## src/rtl/memory_stage_pkg.sv

```systemverilog
// Shared pipeline definitions for the MEM stage: FSM encoding, register
// address width and the byte-offset alignment mask.
package memory_stage_pkg;

    typedef enum logic {
        IDLE = 1'b0,
        WAIT = 1'b1
    } mem_state_t;

    localparam int          REG_AW     = 5;
    localparam logic [1:0]  ALIGN_MASK = 2'b11;

endpackage

```

## src/rtl/memory_stage_mem_wb.sv

```systemverilog
// MEM/WB pipeline register. A stall cycle inserts a bubble (write enable and
// load select cleared, payload held); kill retires the instruction without a
// register write.
module mem_wb_reg
    import memory_stage_pkg::*;
#(
    parameter int width = 32
) (
    input  logic              clk,
    input  logic              rst,
    input  logic              stall,
    input  logic              kill,
    input  logic              ld_rdata,
    input  logic [width-1:0]  alu_out,
    input  logic [width-1:0]  rdata,
    input  logic [REG_AW-1:0] write_reg,
    input  logic              reg_write,
    input  logic              mem_to_reg,
    output logic [width-1:0]  read_data_w,
    output logic [width-1:0]  alu_out_w,
    output logic [REG_AW-1:0] write_reg_w,
    output logic              reg_write_w,
    output logic              mem_to_reg_w
);

    logic [width-1:0]  read_data_q, read_data_d;
    logic [width-1:0]  alu_out_q, alu_out_d;
    logic [REG_AW-1:0] write_reg_q, write_reg_d;
    logic              reg_write_q, reg_write_d;
    logic              mem_to_reg_q, mem_to_reg_d;

    // Next-state: retire loads the payload, stall holds it and forces a bubble.
    always_comb begin
        read_data_d  = read_data_q;
        alu_out_d    = alu_out_q;
        write_reg_d  = write_reg_q;
        reg_write_d  = 1'b0;
        mem_to_reg_d = 1'b0;
        if (!stall) begin
            alu_out_d    = alu_out;
            write_reg_d  = write_reg;
            reg_write_d  = reg_write & ~kill;
            mem_to_reg_d = mem_to_reg;
            if (ld_rdata) begin
                read_data_d = rdata;
            end
        end
    end

    // Register bank; reset clears everything so ResultW reads zero.
    always_ff @(posedge clk or posedge rst) begin
        if (rst) begin
            read_data_q  <= '0;
            alu_out_q    <= '0;
            write_reg_q  <= '0;
            reg_write_q  <= 1'b0;
            mem_to_reg_q <= 1'b0;
        end else begin
            read_data_q  <= read_data_d;
            alu_out_q    <= alu_out_d;
            write_reg_q  <= write_reg_d;
            reg_write_q  <= reg_write_d;
            mem_to_reg_q <= mem_to_reg_d;
        end
    end

    assign read_data_w  = read_data_q;
    assign alu_out_w    = alu_out_q;
    assign write_reg_w  = write_reg_q;
    assign reg_write_w  = reg_write_q;
    assign mem_to_reg_w = mem_to_reg_q;

endmodule

```

## src/rtl/memory_stage.sv

```systemverilog
// MEM stage: issues req/ack data-memory accesses, stalls upstream while an
// access is outstanding and owns the MEM/WB register and ResultW mux.
// Optional watchdog on long waits is built when MEM_TIMEOUT_EN is defined.
module memory_stage
    import memory_stage_pkg::*;
#(
    parameter int width          = 32,
    parameter int TIMEOUT_CYCLES = 16
) (
    input  logic              clk,
    input  logic              rst,
    input  logic [width-1:0]  ALUOutM,
    input  logic [width-1:0]  WriteDataM,
    input  logic [REG_AW-1:0] WriteRegM,
    input  logic              RegWriteM,
    input  logic              MemtoRegM,
    input  logic              MemWriteM,
    output logic              dmem_req,
    output logic              dmem_we,
    output logic [width-1:0]  dmem_addr,
    output logic [width-1:0]  dmem_wdata,
    input  logic              dmem_ack,
    input  logic [width-1:0]  dmem_rdata,
    output logic              StallM,
    output logic [width-1:0]  ReadDataW,
    output logic [width-1:0]  ALUOutW,
    output logic [REG_AW-1:0] WriteRegW,
    output logic              RegWriteW,
    output logic              MemtoRegW,
    output logic [width-1:0]  ResultW,
    output logic              mem_err
);

    mem_state_t state_q, state_d;
    logic       mem_op, misaligned, access, req, timeout;

    // Classify the instruction: memory op, misaligned, or a real access.
    always_comb begin
        mem_op     = MemtoRegM | MemWriteM;
        misaligned = mem_op & ((ALUOutM[1:0] & ALIGN_MASK) != 2'b00);
        access     = mem_op & ~misaligned;
    end

`ifdef MEM_TIMEOUT_EN
    localparam int CNT_W = $clog2(TIMEOUT_CYCLES) + 1;
    logic [CNT_W-1:0] cnt_q, cnt_d;

    // Wait-cycle counter: zero while idle so it starts cleared on WAIT entry.
    always_comb begin
        cnt_d = cnt_q;
        if (state_q == IDLE) begin
            cnt_d = '0;
        end else if (!dmem_ack) begin
            cnt_d = cnt_q + 1'b1;
        end
        timeout = (state_q == WAIT) & ~dmem_ack & (cnt_q == CNT_W'(TIMEOUT_CYCLES - 1));
    end

    // Watchdog counter register.
    always_ff @(posedge clk or posedge rst) begin
        if (rst) cnt_q <= '0;
        else     cnt_q <= cnt_d;
    end
`else
    assign timeout = 1'b0;
`endif

    // FSM next state and raw request.
    always_comb begin
        state_d = state_q;
        req     = 1'b0;
        case (state_q)
            IDLE: begin
                req = access;
                if (access && !dmem_ack) state_d = WAIT;
            end
            WAIT: begin
                req = ~timeout;
                if (dmem_ack || timeout) state_d = IDLE;
            end
            default: state_d = IDLE;
        endcase
    end

    // FSM state register.
    always_ff @(posedge clk or posedge rst) begin
        if (rst) state_q <= IDLE;
        else     state_q <= state_d;
    end

    // Bus and hazard outputs are forced quiet while reset is held.
    assign dmem_req   = req & ~rst;
    assign dmem_we    = MemWriteM;
    assign dmem_addr  = ALUOutM;
    assign dmem_wdata = WriteDataM;
    assign StallM     = access & ~dmem_ack & ~timeout & ~rst;
    assign mem_err    = (misaligned | timeout) & ~rst;

    mem_wb_reg #(.width(width)) u_mem_wb (
        .clk          (clk),
        .rst          (rst),
        .stall        (StallM),
        .kill         (misaligned | timeout),
        .ld_rdata     (access & dmem_ack),
        .alu_out      (ALUOutM),
        .rdata        (dmem_rdata),
        .write_reg    (WriteRegM),
        .reg_write    (RegWriteM),
        .mem_to_reg   (MemtoRegM),
        .read_data_w  (ReadDataW),
        .alu_out_w    (ALUOutW),
        .write_reg_w  (WriteRegW),
        .reg_write_w  (RegWriteW),
        .mem_to_reg_w (MemtoRegW)
    );

    assign ResultW = MemtoRegW ? ReadDataW : ALUOutW;

endmodule

```

## config.mk

```make
export PLATFORM = sky130hd
export DESIGN_NAME = memory_stage
export DESIGN_NICKNAME = d
export VERILOG_FILES = /design/src/rtl/memory_stage_pkg.sv /design/src/rtl/memory_stage_mem_wb.sv /design/src/rtl/memory_stage.sv
export SDC_FILE = /design/constraint.sdc
export NUM_CORES = 1
export LEC_CHECK = 0
export BUFFER_PORTS_ARGS = -buffer_cell sky130_fd_sc_hd__buf_4
export CORE_AREA = 2 2 107 109
export DETAILED_ROUTE_END_ITERATION = 6
export DIE_AREA = 0 0 109 111
export MAX_ROUTING_LAYER = met4
export PLACE_DENSITY_LB_ADDON = 0.1
export SLEW_MARGIN = 15
export SYNTH_ARGS = -nofsm -noshare
export SYNTH_HDL_FRONTEND = slang
export SYNTH_HIERARCHICAL = 1
export SYNTH_SLANG_ARGS = --single-unit
```

## constraint.sdc

```tcl
create_clock -name clk -period 2.65 [get_ports clk]
set_input_delay 0.53 -clock clk [delete_from_list [all_inputs] [get_ports clk]]
set_output_delay 0.53 -clock clk [all_outputs]
set_load 0.1 [all_outputs]
```

; ---- Word-level counts from Yosys, hierarchy flattened
; Cells that the tools add are included.
[op_classes]
n_mux = 7
bitwise = 14
reduce_logical = 4
[ops]
columns = op, n
row1 = 32-bit two-way mux, 1
row2 = 1-bit bitwise AND, 8
row3 = 1-bit NOT, 5
row4 = 1-bit two-way mux, 4
row5 = 1-bit one-hot mux with 2 select lines, 2
row6 = 2-bit AND reduction, 1
row7 = 2-bit nonzero test, 1
row8 = 1-bit logical AND, 1
row9 = 1-bit logical NOT, 1
row10 = 1-bit bitwise OR, 1
[totals]
regBits = 72
in_bits = 107
output_inout_bits = 171
wordCells = 31

; ---- Logic depth before layout (Yosys ltp)
; Gate-level depths: netlist of run 1.
[depth]
ltp_word = 8
depth_mapped = 7
ltp_nobuf = 5

; ---- Hierarchy
; Netlist of run 1, hierarchy kept.
[by_module_without_submodules]
columns = mod, n_inst, cells_each, area_per_inst_um2, seq_area_each_um2
row1 = mem_wb_reg, 1, 152, 2753.9, 1776.7
row2 = memory_stage, 1, 114, 1111.1, 25.0

; ---- Worst setup path after synthesis of run 1
; No wires, ideal clock.
[synth_path]
kind = input to register
startpoint = input port ALUOutM[1]
endpoint = register u_mem_wb.alu_out_q[21] (netlist: u_mem_wb/alu_out_w[21])
setup_time_ns = 0.126
t_arrival_ns = 3.966
required_ns = 2.524
setup_slack_ns = -1.442
path_stages = 6
path_buffers = 2
cell_sequence = nor2_1 > nand2_1 > nor3_1 > buf_4 > buf_4 > mux2_2
[synth_between]
elab_chain_len = 6
[synth_lines]
columns = element, line_no
row1 = from (decl), memory_stage.sv:12  ; input logic [width-1:0] ALUOutM,
row2 = 2-bit nonzero test, memory_stage.sv:40  ; misaligned = mem_op & ((ALUOutM[1:0] & ALIGN_MASK) != 2'b00);
row3 = 1-bit bitwise AND, memory_stage.sv:40
row4 = 1-bit NOT, memory_stage.sv:41  ; access = mem_op & ~misaligned;
row5 = 1-bit bitwise AND, memory_stage.sv:41
row6 = 1-bit bitwise AND (2 in series), memory_stage.sv:96  ; assign StallM = access & ~dmem_ack & ~timeout & ~rst;
row7 = net StallM, memory_stage.sv:24  ; output logic StallM,
row8 = to (signal assigned), memory_stage_mem_wb.sv:60  ; alu_out_q <= alu_out_d;
row9 = to (decl), memory_stage_mem_wb.sv:27  ; logic [width-1:0] alu_out_q, alu_out_d;
; The timed path passes the listed nets, and every way through them passes these cells.
; A chain may end at the register's enable or synchronous reset.

; ---- Worst setup path after layout of run 1
[layout_path]
startpoint = register u_mem_wb.mem_to_reg_q (netlist: u_mem_wb/mem_to_reg_w)
endpoint = output port ResultW[23]
[layout_between]
elab_chain_len = 1
[layout_lines]
columns = element, line_no
row1 = from (decl), memory_stage_mem_wb.sv:30  ; logic mem_to_reg_q, mem_to_reg_d;
row2 = from (signal assigned), memory_stage_mem_wb.sv:63  ; mem_to_reg_q <= mem_to_reg_d;
row3 = 32-bit two-way mux, memory_stage.sv:117  ; assign ResultW = MemtoRegW ? ReadDataW : ALUOutW;
row4 = to (decl), memory_stage.sv:30  ; output logic [width-1:0] ResultW,
; No other way between the ends.

==> flow_metrics.py, run 1 <==
metrics = {
    "outcome": {
        "outcome": "finished clean",
    },
    "worst_setup_path": {
        "worstPathArrival_ns": 1.82,
        "critPathMostFrequentCell": "buf_4",
        "worstSetupPathType": "flop to primary output",
        "reg2reg_slack_ns": 1.85,
        "rr_startpoint": "u_mem_wb/read_data_w[3]",
        "critical_path_required_ns": 2.12,
        "critPathMaxFanout": 11,
        "start_kind": "flop",
        "crit_chain": "buf_4 > mux2_4 > buf_4",
        "r2r_end": "u_mem_wb/read_data_w[3]",
        "slowest_delay_ns": 0.62,
        "r2r_cells": 1,
        "cp_slowest_cell": "dfrtp_2",
        "cp-end-kind": "primary output",
    },
    "sta": {
        "max_freq_mhz": 425.6,
        "fin_skew_ns": 0,
        "finalMaxSlewViolations": 0,
        "setup_tns_ns": 0,
        "relSlewSlack_pct": 67.09,
        "finalHoldViolCount": 0,
        "finalCriticalPeriod_ns": 2.349,
        "period_share_pct": 88.65,
        "worst-slew-pin-transition_ns": 0.4936,
        "rsz0062_at_grt": "false",
        "setup_viol_count_final": 0,
    },
    "logic_synthesis": {
        "synth-edff-count": 0,
        "synth_top_area_share_pct": 46.62,
        "synth_nets": 373,
        "ys_warn_count": 6,
        "synthTopCellsByCount": "dfrtp_1 (72), buf_4 (67), mux2_4 (60)",
        "yosysTopAreaCell": "dfrtp_1",
        "synth_async_sr_flop_share_pct": 100.0,
        "yosys.cell_types.count": 16,
        "ys.flop_type": "dfrtp_1",
        "synth_area_leaders": "dfrtp_1 (47%), mux2_4 (23%), buf_4 (13%), mux2_2 (12%), buf_12 (1.6%)",
        "seq_area_frac_synth_pct": 46.62,
        "avgSynthCellArea_sq_um": 14.53,
        "synthCells": 266,
        "synthMostInstantiatedCell": "dfrtp_1",
        "ys_seq_elements": 72,
        "syn_area_sq_um": 3865,
    },
    "clocking": {
        "cts_tree": "done",
        "cts_max_path_buffers": 2,
        "cts_root_buf": "clkbuf_16",
        "cts_setup_buffers": 0,
        "clk_latency_ns": 0.32,
        "cts_hold_buf": 0,
        "cts_resized": 0,
        "path_clk_slew_ns": 0.05,
        "cts_max_level": 3,
        "numCtsBuffers": 9,
        "cts.sinks": 72,
    },
    "power_and_ir_drop": {
        "power_frac_seq_pct": 25.2,
        "switching_share_pct": 50.50,
        "power_frac_comb_pct": 52.3,
        "irDropWorstVdd_uv": 515.3,
        "finalPower_uw": 5486,
        "powerDensity_nw_per_um2": 1010,
        "p_int_uw": 2716,
        "p_switching_uw": 2771,
        "clock_power_share_pct": 22.6,
        "power_leakage_uw": 0.002717,
    },
    "hold_path": {
        "hp-class": "input pin to async pin",
    },
    "cells_and_area": {
        "nNetsFinal": 527,
        "antenna_cells": 0,
        "layout-drive-gt1-share_pct": 80.71,
        "stdcell_count": 568,
        "design_area_sq_um": 5430,
        "area_growth_pct": 40.50,
    },
    "global_route": {
        "grt_pass1_vias": 2581,
        "antenna_found_initial": 0,
        "grt_pass1_wl_microns": 14070,
        "grt_max_degree": 39,
        "grt_use_total_pct": 15.71,
        "grt_overflow": 0,
    },
    "routing": {
        "wl_per_cell_microns": 16.35,
        "vias": 2502,
        "first_pass_iters": 4,
        "drc": 0,
        "drtAntennaViolNets": 0,
        "routed_via_density": 4.405,
        "drt-total-wl_microns": 9288,
        "drt_iter0_markers": 49,
    },
    "die": {
        "start_util_pct": 34.89,
        "design.core.area_sq_um": 11080,
        "die-area_sq_um": 12100,
        "ios": 278,
        "die_y_microns": 111,
        "rows": 39,
        "die_w_microns": 109,
    },
    "place": {
        "dpl.cell_count": 552,
        "finalWeightedCongestion": 0.7764,
        "dpl.hpwl_microns": 6867,
        "postPlaceCellArea_sq_um": 5122,
        "io_buffers": 213,
    },
    "job": {
        "maxCapViolCount": 0,
    },
}
==> per-layer routing <==
layer / part of all wire, % / global-route usage (%) / up-vias
met3: 6.8 / 3.880 / 28
met4: 2.5 / 6.496 / 0
li1: - / - / 1152
met2: 52 / 25.59 / 112
met1: 39 / 18.33 / 1210
met5: 0 / - / -
==> worst max-delay path: cells and delay by family, from the launching register on <==
kind | cells | cell delay [ns]
buffers and inverters | 2 | 0.55
flip-flops | 1 | 0.62
multiplexers | 1 | 0.32
==> flip-flops by register name, indices dropped and copies added, names as in the netlist <==
| signal | cells |
|---|---|
| u_mem_wb/mem_to_reg_w | 1 |
| state_q | 1 |
| u_mem_wb/write_reg_w | 5 |
| u_mem_wb/reg_write_w | 1 |
| u_mem_wb/read_data_w | 32 |
| u_mem_wb/alu_out_w | 32 |
==> stage by stage <==
step	util (%)	setup slack (ns)	hold slack [ns]
after floorplan	-	-0.02046	0.2587
after global placement	46.24	0.4018	0.4214
after detailed placement	46.24	0.4030	0.4228
after CTS	49.02	0.2798	0.07414
after global routing	49.02	0.2325	0.08171
final	49.02	0.3006	0.08468
==> cells by family (layout without fill, tap and decap cells) <==
logic type             after synthesis  after routing  share of synthesized area, %
buffers and inverters               79            238                         16.32
flip-flops                          72             72                         46.62
AO/OA/AOI/OAI                        1              1                        0.1294
multiplexers                       101            101                         35.25
AND/OR/NAND/NOR                     13             13                         1.684
==> final cells by class <==
cell class	instances	area [sq um]
clock buffer	11	252.7
clock inverter	5	55.05
tap	143	178.9
multi-input combinational	115	1456
fill	992	5647
timing repair buffer	220	1677
sequential	72	1803
inverter	2	7.507
==> cells in the final DEF (no fill, tap or decap), types with 2 or more instances in the layout <==
cell and instances:
buf_4 218, dfrtp_1 71, nor2_1 5, clkinvlp_4 2
mux2_4 60, clkbuf_16 9, buf_12 2, clkinv_2 2
mux2_2 41, clkbuf_8 2
==> power groups by stage <==
stage,combinational (uW),sequential [uW],clock [uW]
final,2870,1380,1240
after global routing,2930,1400,1340
after CTS,2890,1380,1280
after detailed placement,2880,1400,0
after global placement,2880,1400,0
after floorplan,1530,2450,0
==> worst max path at each step <==
| stage | startpoint | endpoint | slack, ns | depth (start not counted) |
|---|---|---|---|---|
| final | u_mem_wb/mem_to_reg_w | ResultW[23] | 0.30 | 3 |
| after global routing | u_mem_wb/mem_to_reg_w | ResultW[23] | 0.23 | 3 |
| after CTS | u_mem_wb/mem_to_reg_w | ResultW[23] | 0.28 | 3 |
| after detailed placement | ALUOutM[1] | StallM | 0.40 | 5 |
| after global placement | ALUOutM[1] | StallM | 0.40 | 5 |
| after floorplan | ALUOutM[1] | dmem_req | -0.02 | 3 |
Power figures use the tool's default switching activity.
==> run 2: changes to the inputs <==
CORE_AREA = 2 2 109 111   (was 2 2 107 109)
DIE_AREA = 0 0 111 113   (was 0 0 109 111)
clock period = 2 ns   (was 2.65 ns; I/O delays follow)
==> run 2 against run 1 <==
  * Total power up 33%
  * Non-clock buffer count up 3
  * Critical path type unchanged
  * Die area is 3.7% higher
  * Via count increased by 0.56%
  * Hold slack better by 0.16 ns
  * Highest routed layer unchanged
  * Flip-flop and latch count is the same
  * Register-to-register slack got worse by 0.66 ns
  * Wire length rose by 4.4%
==> flow_metrics.py, run 2 (synthesized netlist as in run 1, its figures left out) <==
metrics = {
    "clocking": {
        "cts_tree": "done",
        "cts_hold_buf": 1,
        "cts_max_path_buffers": 2,
        "cts_max_level": 3,
        "clk_latency_ns": 0.33,
        "cts.sinks": 72,
        "cts_setup_buffers": 0,
        "path_clk_slew_ns": 0.05,
        "numCtsBuffers": 9,
        "cts_resized": 0,
        "cts_root_buf": "clkbuf_16",
    },
    "worst_setup_path": {
        "critical_path_required_ns": 1.60,
        "slowest_delay_ns": 0.38,
        "rr_startpoint": "u_mem_wb/alu_out_w[30]",
        "endpoint": "ResultW[27]",
        "critPathMostFrequentCell": "buf_4",
        "r2r_end": "u_mem_wb/alu_out_w[30]",
        "cp-end-kind": "primary output",
        "cp_slowest_cell": "dfrtp_2",
        "start_kind": "flop",
        "r2r_cells": 1,
        "worstSetupPathType": "flop to primary output",
        "cp-startpoint": "u_mem_wb/mem_to_reg_w",
        "reg2reg_slack_ns": 1.19,
        "worstPathArrival_ns": 1.56,
        "critPathMaxFanout": 11,
        "crit_chain": "buf_4 > mux2_2 > buf_4",
    },
    "global_route": {
        "grt_pass1_wl_microns": 14770,
        "grt_max_degree": 37,
        "antenna_found_initial": 0,
        "grt_use_total_pct": 15.67,
        "grt_pass1_vias": 2567,
        "grt_overflow": 0,
    },
    "sta": {
        "setup_tns_ns": 0,
        "worst-slew-pin-transition_ns": 0.4776,
        "relSlewSlack_pct": 68.16,
        "finalCriticalPeriod_ns": 1.959,
        "rsz0062_at_grt": "false",
        "fin_skew_ns": 0,
        "finalHoldViolCount": 0,
        "max_freq_mhz": 510.4,
        "finalMaxSlewViolations": 0,
        "fin_ws_ns": 0.04087,
        "period_share_pct": 97.96,
        "timing.hold.ws_ns": 0.2420,
        "setup_viol_count_final": 0,
    },
    "die": {
        "die_y_microns": 113,
        "rows": 39,
        "design.core.area_sq_um": 11270,
        "die-area_sq_um": 12540,
        "start_util_pct": 34.29,
        "die_w_microns": 111,
        "ios": 278,
    },
    "job": {
        "maxCapViolCount": 0,
    },
    "cells_and_area": {
        "layout_common_cells": "buf_4 (219), dfrtp_1 (71), mux2_4 (68)",
        "nNetsFinal": 530,
        "area_growth_pct": 42.76,
        "design_area_sq_um": 5518,
        "layout-drive-gt1-share_pct": 81.50,
        "final_common_cell": "buf_4",
        "antenna_cells": 0,
    },
    "power_and_ir_drop": {
        "powerDensity_nw_per_um2": 1322,
        "finalPower_uw": 7294,
        "irDropWorstVdd_uv": 777.8,
        "power_leakage_uw": 0.002768,
    },
    "hold_path": {
        "hp-class": "input pin to async pin",
    },
    "routing": {
        "first_pass_iters": 4,
        "drt-total-wl_microns": 9694,
        "drtAntennaViolNets": 0,
        "drt_iter0_markers": 83,
        "drc": 0,
        "vias": 2516,
        "routed_via_density": 4.414,
        "wl_per_cell_microns": 17.01,
    },
    "outcome": {
        "outcome": "finished clean",
    },
    "place": {
        "dpl.hpwl_microns": 7345,
        "finalWeightedCongestion": 0.7222,
        "dp_slack_ns": 0.02795,
        "postPlaceCellArea_sq_um": 5201,
        "io_buffers": 213,
    },
}
==> run 2: cell type report <==
type / count / area [sq um]
fill: 1008 / 5754
sequential: 72 / 1803
timing repair buffer: 223 / 1714
multi-input combinational: 115 / 1504
clock buffer: 12 / 266.5
tap: 143 / 178.9
clock inverter: 3 / 40.04
inverter: 2 / 11.26
==> run 2: worst min-delay path by stage <==
stage               cells past startpoint                     to
floorplan                               1                state_q
global placement                        2                state_q
detailed placement                      2                state_q
CTS                                     3   u_mem_wb/reg_write_w
global route                            2                state_q
finish                                  3  u_mem_wb/mem_to_reg_w
==> run 2: where the power goes <==
part	leakage (uW)	switching [uW]	internal, uW
Clock	0.000154	583	1060
Sequential	0.000849	169	1660
Combinational	0.00176	2900	926
==> run 2: per-layer routing <==
metal  vias to the layer above  track usage (%)  wire (microns)
met5                         -                -               0
met4                         0            6.167             159
met3                        18            4.231             643
met2                       106            26.79            5197
met1                      1240            17.58            3692
li1                       1152                -               -
==> run 2: critical path, delay by kind of cell (launching register included) <==
kind     cells  cell delay [ns]
flops        1             0.38
mux          1             0.36
buf+inv      2             0.49
==> run 2: stage by stage <==
step | utilization [%] | std cells
finish | 48.95 | 570
CTS | 48.95 | 570
floorplan | - | 266
global placement | 46.14 | 554
global route | 48.95 | 570
detailed placement | 46.14 | 554
==> run 3: changes to the inputs <==
CORE_AREA = 2 2 107 109   (was 2 2 109 111)
DIE_AREA = 0 0 109 111   (was 0 0 111 113)
clock period = 1.95 ns   (was 2 ns; I/O delays follow)
==> run 3 against run 2 <==
  * Cell area up 1.1%
  * Count of clock-buffer cells in the layout up 1
  * Core utilization up 1.4 points
  * Clock power up 5%
  * Worst setup slack better by 0.0080 ns
  * Total power up 3.4%
  * Via count up 0.56%
  * Largest power group unchanged
  * Highest routed layer unchanged
==> flow_metrics.py, run 3 (synthesized netlist as in run 1, its figures left out) <==
metrics = {
    "outcome": {
        "outcome": "finished clean",
    },
    "worst_setup_path": {
        "critical_path_required_ns": 1.56,
        "crit_chain": "buf_12 > mux2_2 > buf_6",
        "cp_slowest_cell": "dfrtp_2",
        "cp-startpoint": "u_mem_wb/mem_to_reg_w",
        "cp-end-kind": "primary output",
        "slowest_delay_ns": 0.44,
        "rr_startpoint": "u_mem_wb/read_data_w[20]",
        "r2r_end": "u_mem_wb/read_data_w[20]",
        "r2r_cells": 1,
        "reg2reg_slack_ns": 1.15,
        "start_kind": "flop",
        "worstPathArrival_ns": 1.51,
        "worstSetupPathType": "flop to primary output",
        "endpoint": "ResultW[27]",
        "critPathMaxFanout": 16,
    },
    "sta": {
        "setup_viol_count_final": 0,
        "finalHoldViolCount": 0,
        "fin_skew_ns": 0,
        "rsz0062_at_grt": "false",
        "max_freq_mhz": 526.0,
        "timing.hold.ws_ns": 0.1048,
        "relSlewSlack_pct": 73.70,
        "finalMaxSlewViolations": 0,
        "finalCriticalPeriod_ns": 1.901,
        "worst-slew-pin-transition_ns": 0.3937,
        "period_share_pct": 97.49,
    },
    "clocking": {
        "cts_tree": "done",
        "numCtsBuffers": 9,
        "path_clk_slew_ns": 0.06,
        "cts_root_buf": "clkbuf_16",
        "cts_max_path_buffers": 2,
        "cts.sinks": 72,
        "cts_max_level": 3,
        "clk_latency_ns": 0.32,
    },
    "place": {
        "dpl.hpwl_microns": 7188,
        "finalWeightedCongestion": 0.7560,
        "io_buffers": 213,
        "dpl.cell_count": 553,
    },
    "global_route": {
        "grt_pass1_wl_microns": 14190,
        "antenna_found_initial": 0,
        "grt_overflow": 0,
        "grt_pass1_vias": 2602,
        "grt_max_degree": 31,
        "grt_use_total_pct": 15.85,
    },
    "die": {
        "die_w_microns": 109,
        "design.core.area_sq_um": 11080,
        "rows": 39,
        "die_y_microns": 111,
        "die-area_sq_um": 12100,
        "start_util_pct": 34.89,
        "ios": 278,
    },
    "routing": {
        "drc": 0,
        "first_pass_iters": 4,
        "drt-total-wl_microns": 9400,
        "wl_per_cell_microns": 16.46,
        "drt_iter0_markers": 61,
        "drtAntennaViolNets": 0,
        "routed_via_density": 4.431,
        "vias": 2530,
    },
    "cells_and_area": {
        "nNetsFinal": 530,
        "layout_common_cells": "buf_4 (213), dfrtp_1 (69), mux2_4 (68)",
        "antenna_cells": 0,
        "layout-drive-gt1-share_pct": 81.31,
        "stdcell_count": 571,
        "final_common_cell": "buf_4",
        "area_growth_pct": 44.32,
    },
    "power_and_ir_drop": {
        "powerDensity_nw_per_um2": 1352,
        "irDropWorstVdd_uv": 609.7,
        "power_leakage_uw": 0.002782,
    },
    "hold_path": {
        "hp-class": "input pin to async pin",
    },
    "job": {
        "maxCapViolCount": 0,
    },
}
run 3: per-stage QoR:
step / TNS [ns] / setup WS [ns] / utilization, % / cell area (sq um) / total power (uW)
2_1_floorplan: -23.06 / -0.3640 / - / 3950 / 5427
3_3_place_gp: 0 / 0.07202 / 47.25 / 5234 / 5832
3_5_place_dp: 0 / 0.02200 / 47.25 / 5234 / 5847
4_1_cts: 0 / 0.02060 / 50.32 / 5574 / 7618
5_1_grt: 0 / 0.0003838 / 50.36 / 5578 / 7780
6_report: 0 / 0.04891 / 50.36 / 5578 / 7540
run 3: power breakdown:
part	leakage [uW]	switching [uW]	internal, uW
Clock	0.000154	575	1150
Sequential	0.000847	175	1700
Combinational	0.00178	2970	966
run 3: per-layer routing:
| layer | vias to the layer above | GRT usage [%] | wire length (microns) |
|---|---|---|---|
| met5 | - | - | 0 |
| met2 | 112 | 27.00 | 5144 |
| met4 | 0 | 6.752 | 205 |
| met1 | 1232 | 17.79 | 3426 |
| li1 | 1160 | - | - |
| met3 | 26 | 3.233 | 624 |
run 3: worst max-delay path, delay by kind of cell, from the launching register on:
kind / cells / cell delay, ns
buffers and inverters: 2 / 0.38
DFF: 1 / 0.44
muxes: 1 / 0.36
run 3: layout make-up:
| class | count | area, sq um |
|---|---|---|
| sequential | 72 | 1805 |
| clock buffer | 13 | 250.2 |
| multi-input combinational | 115 | 1504 |
| tap | 143 | 178.9 |
| inverter | 2 | 11.26 |
| timing repair buffer | 223 | 1763 |
| fill | 984 | 5499 |
| clock inverter | 3 | 65.06 |
run 3: repair_timing:
action	in CTS	in global routing
setup endpoints to repair	29	1
buffers inserted	1	0
resized for setup	2	1
endpoints found under the hold margin	1	0
hold buffers	1	0
pin swaps	0	0
run 3: worst min-delay path by stage:
stage,slack [ns],depth (start not counted),to,start
after CTS,0.11,2,u_mem_wb/alu_out_w[31],rst
after detailed placement,0.29,2,state_q,rst
after global placement,0.29,2,state_q,rst
final,0.10,2,u_mem_wb/read_data_w[23],rst
after floorplan,0.12,1,state_q,rst
after global routing,0.13,2,u_mem_wb/read_data_w[22],rst
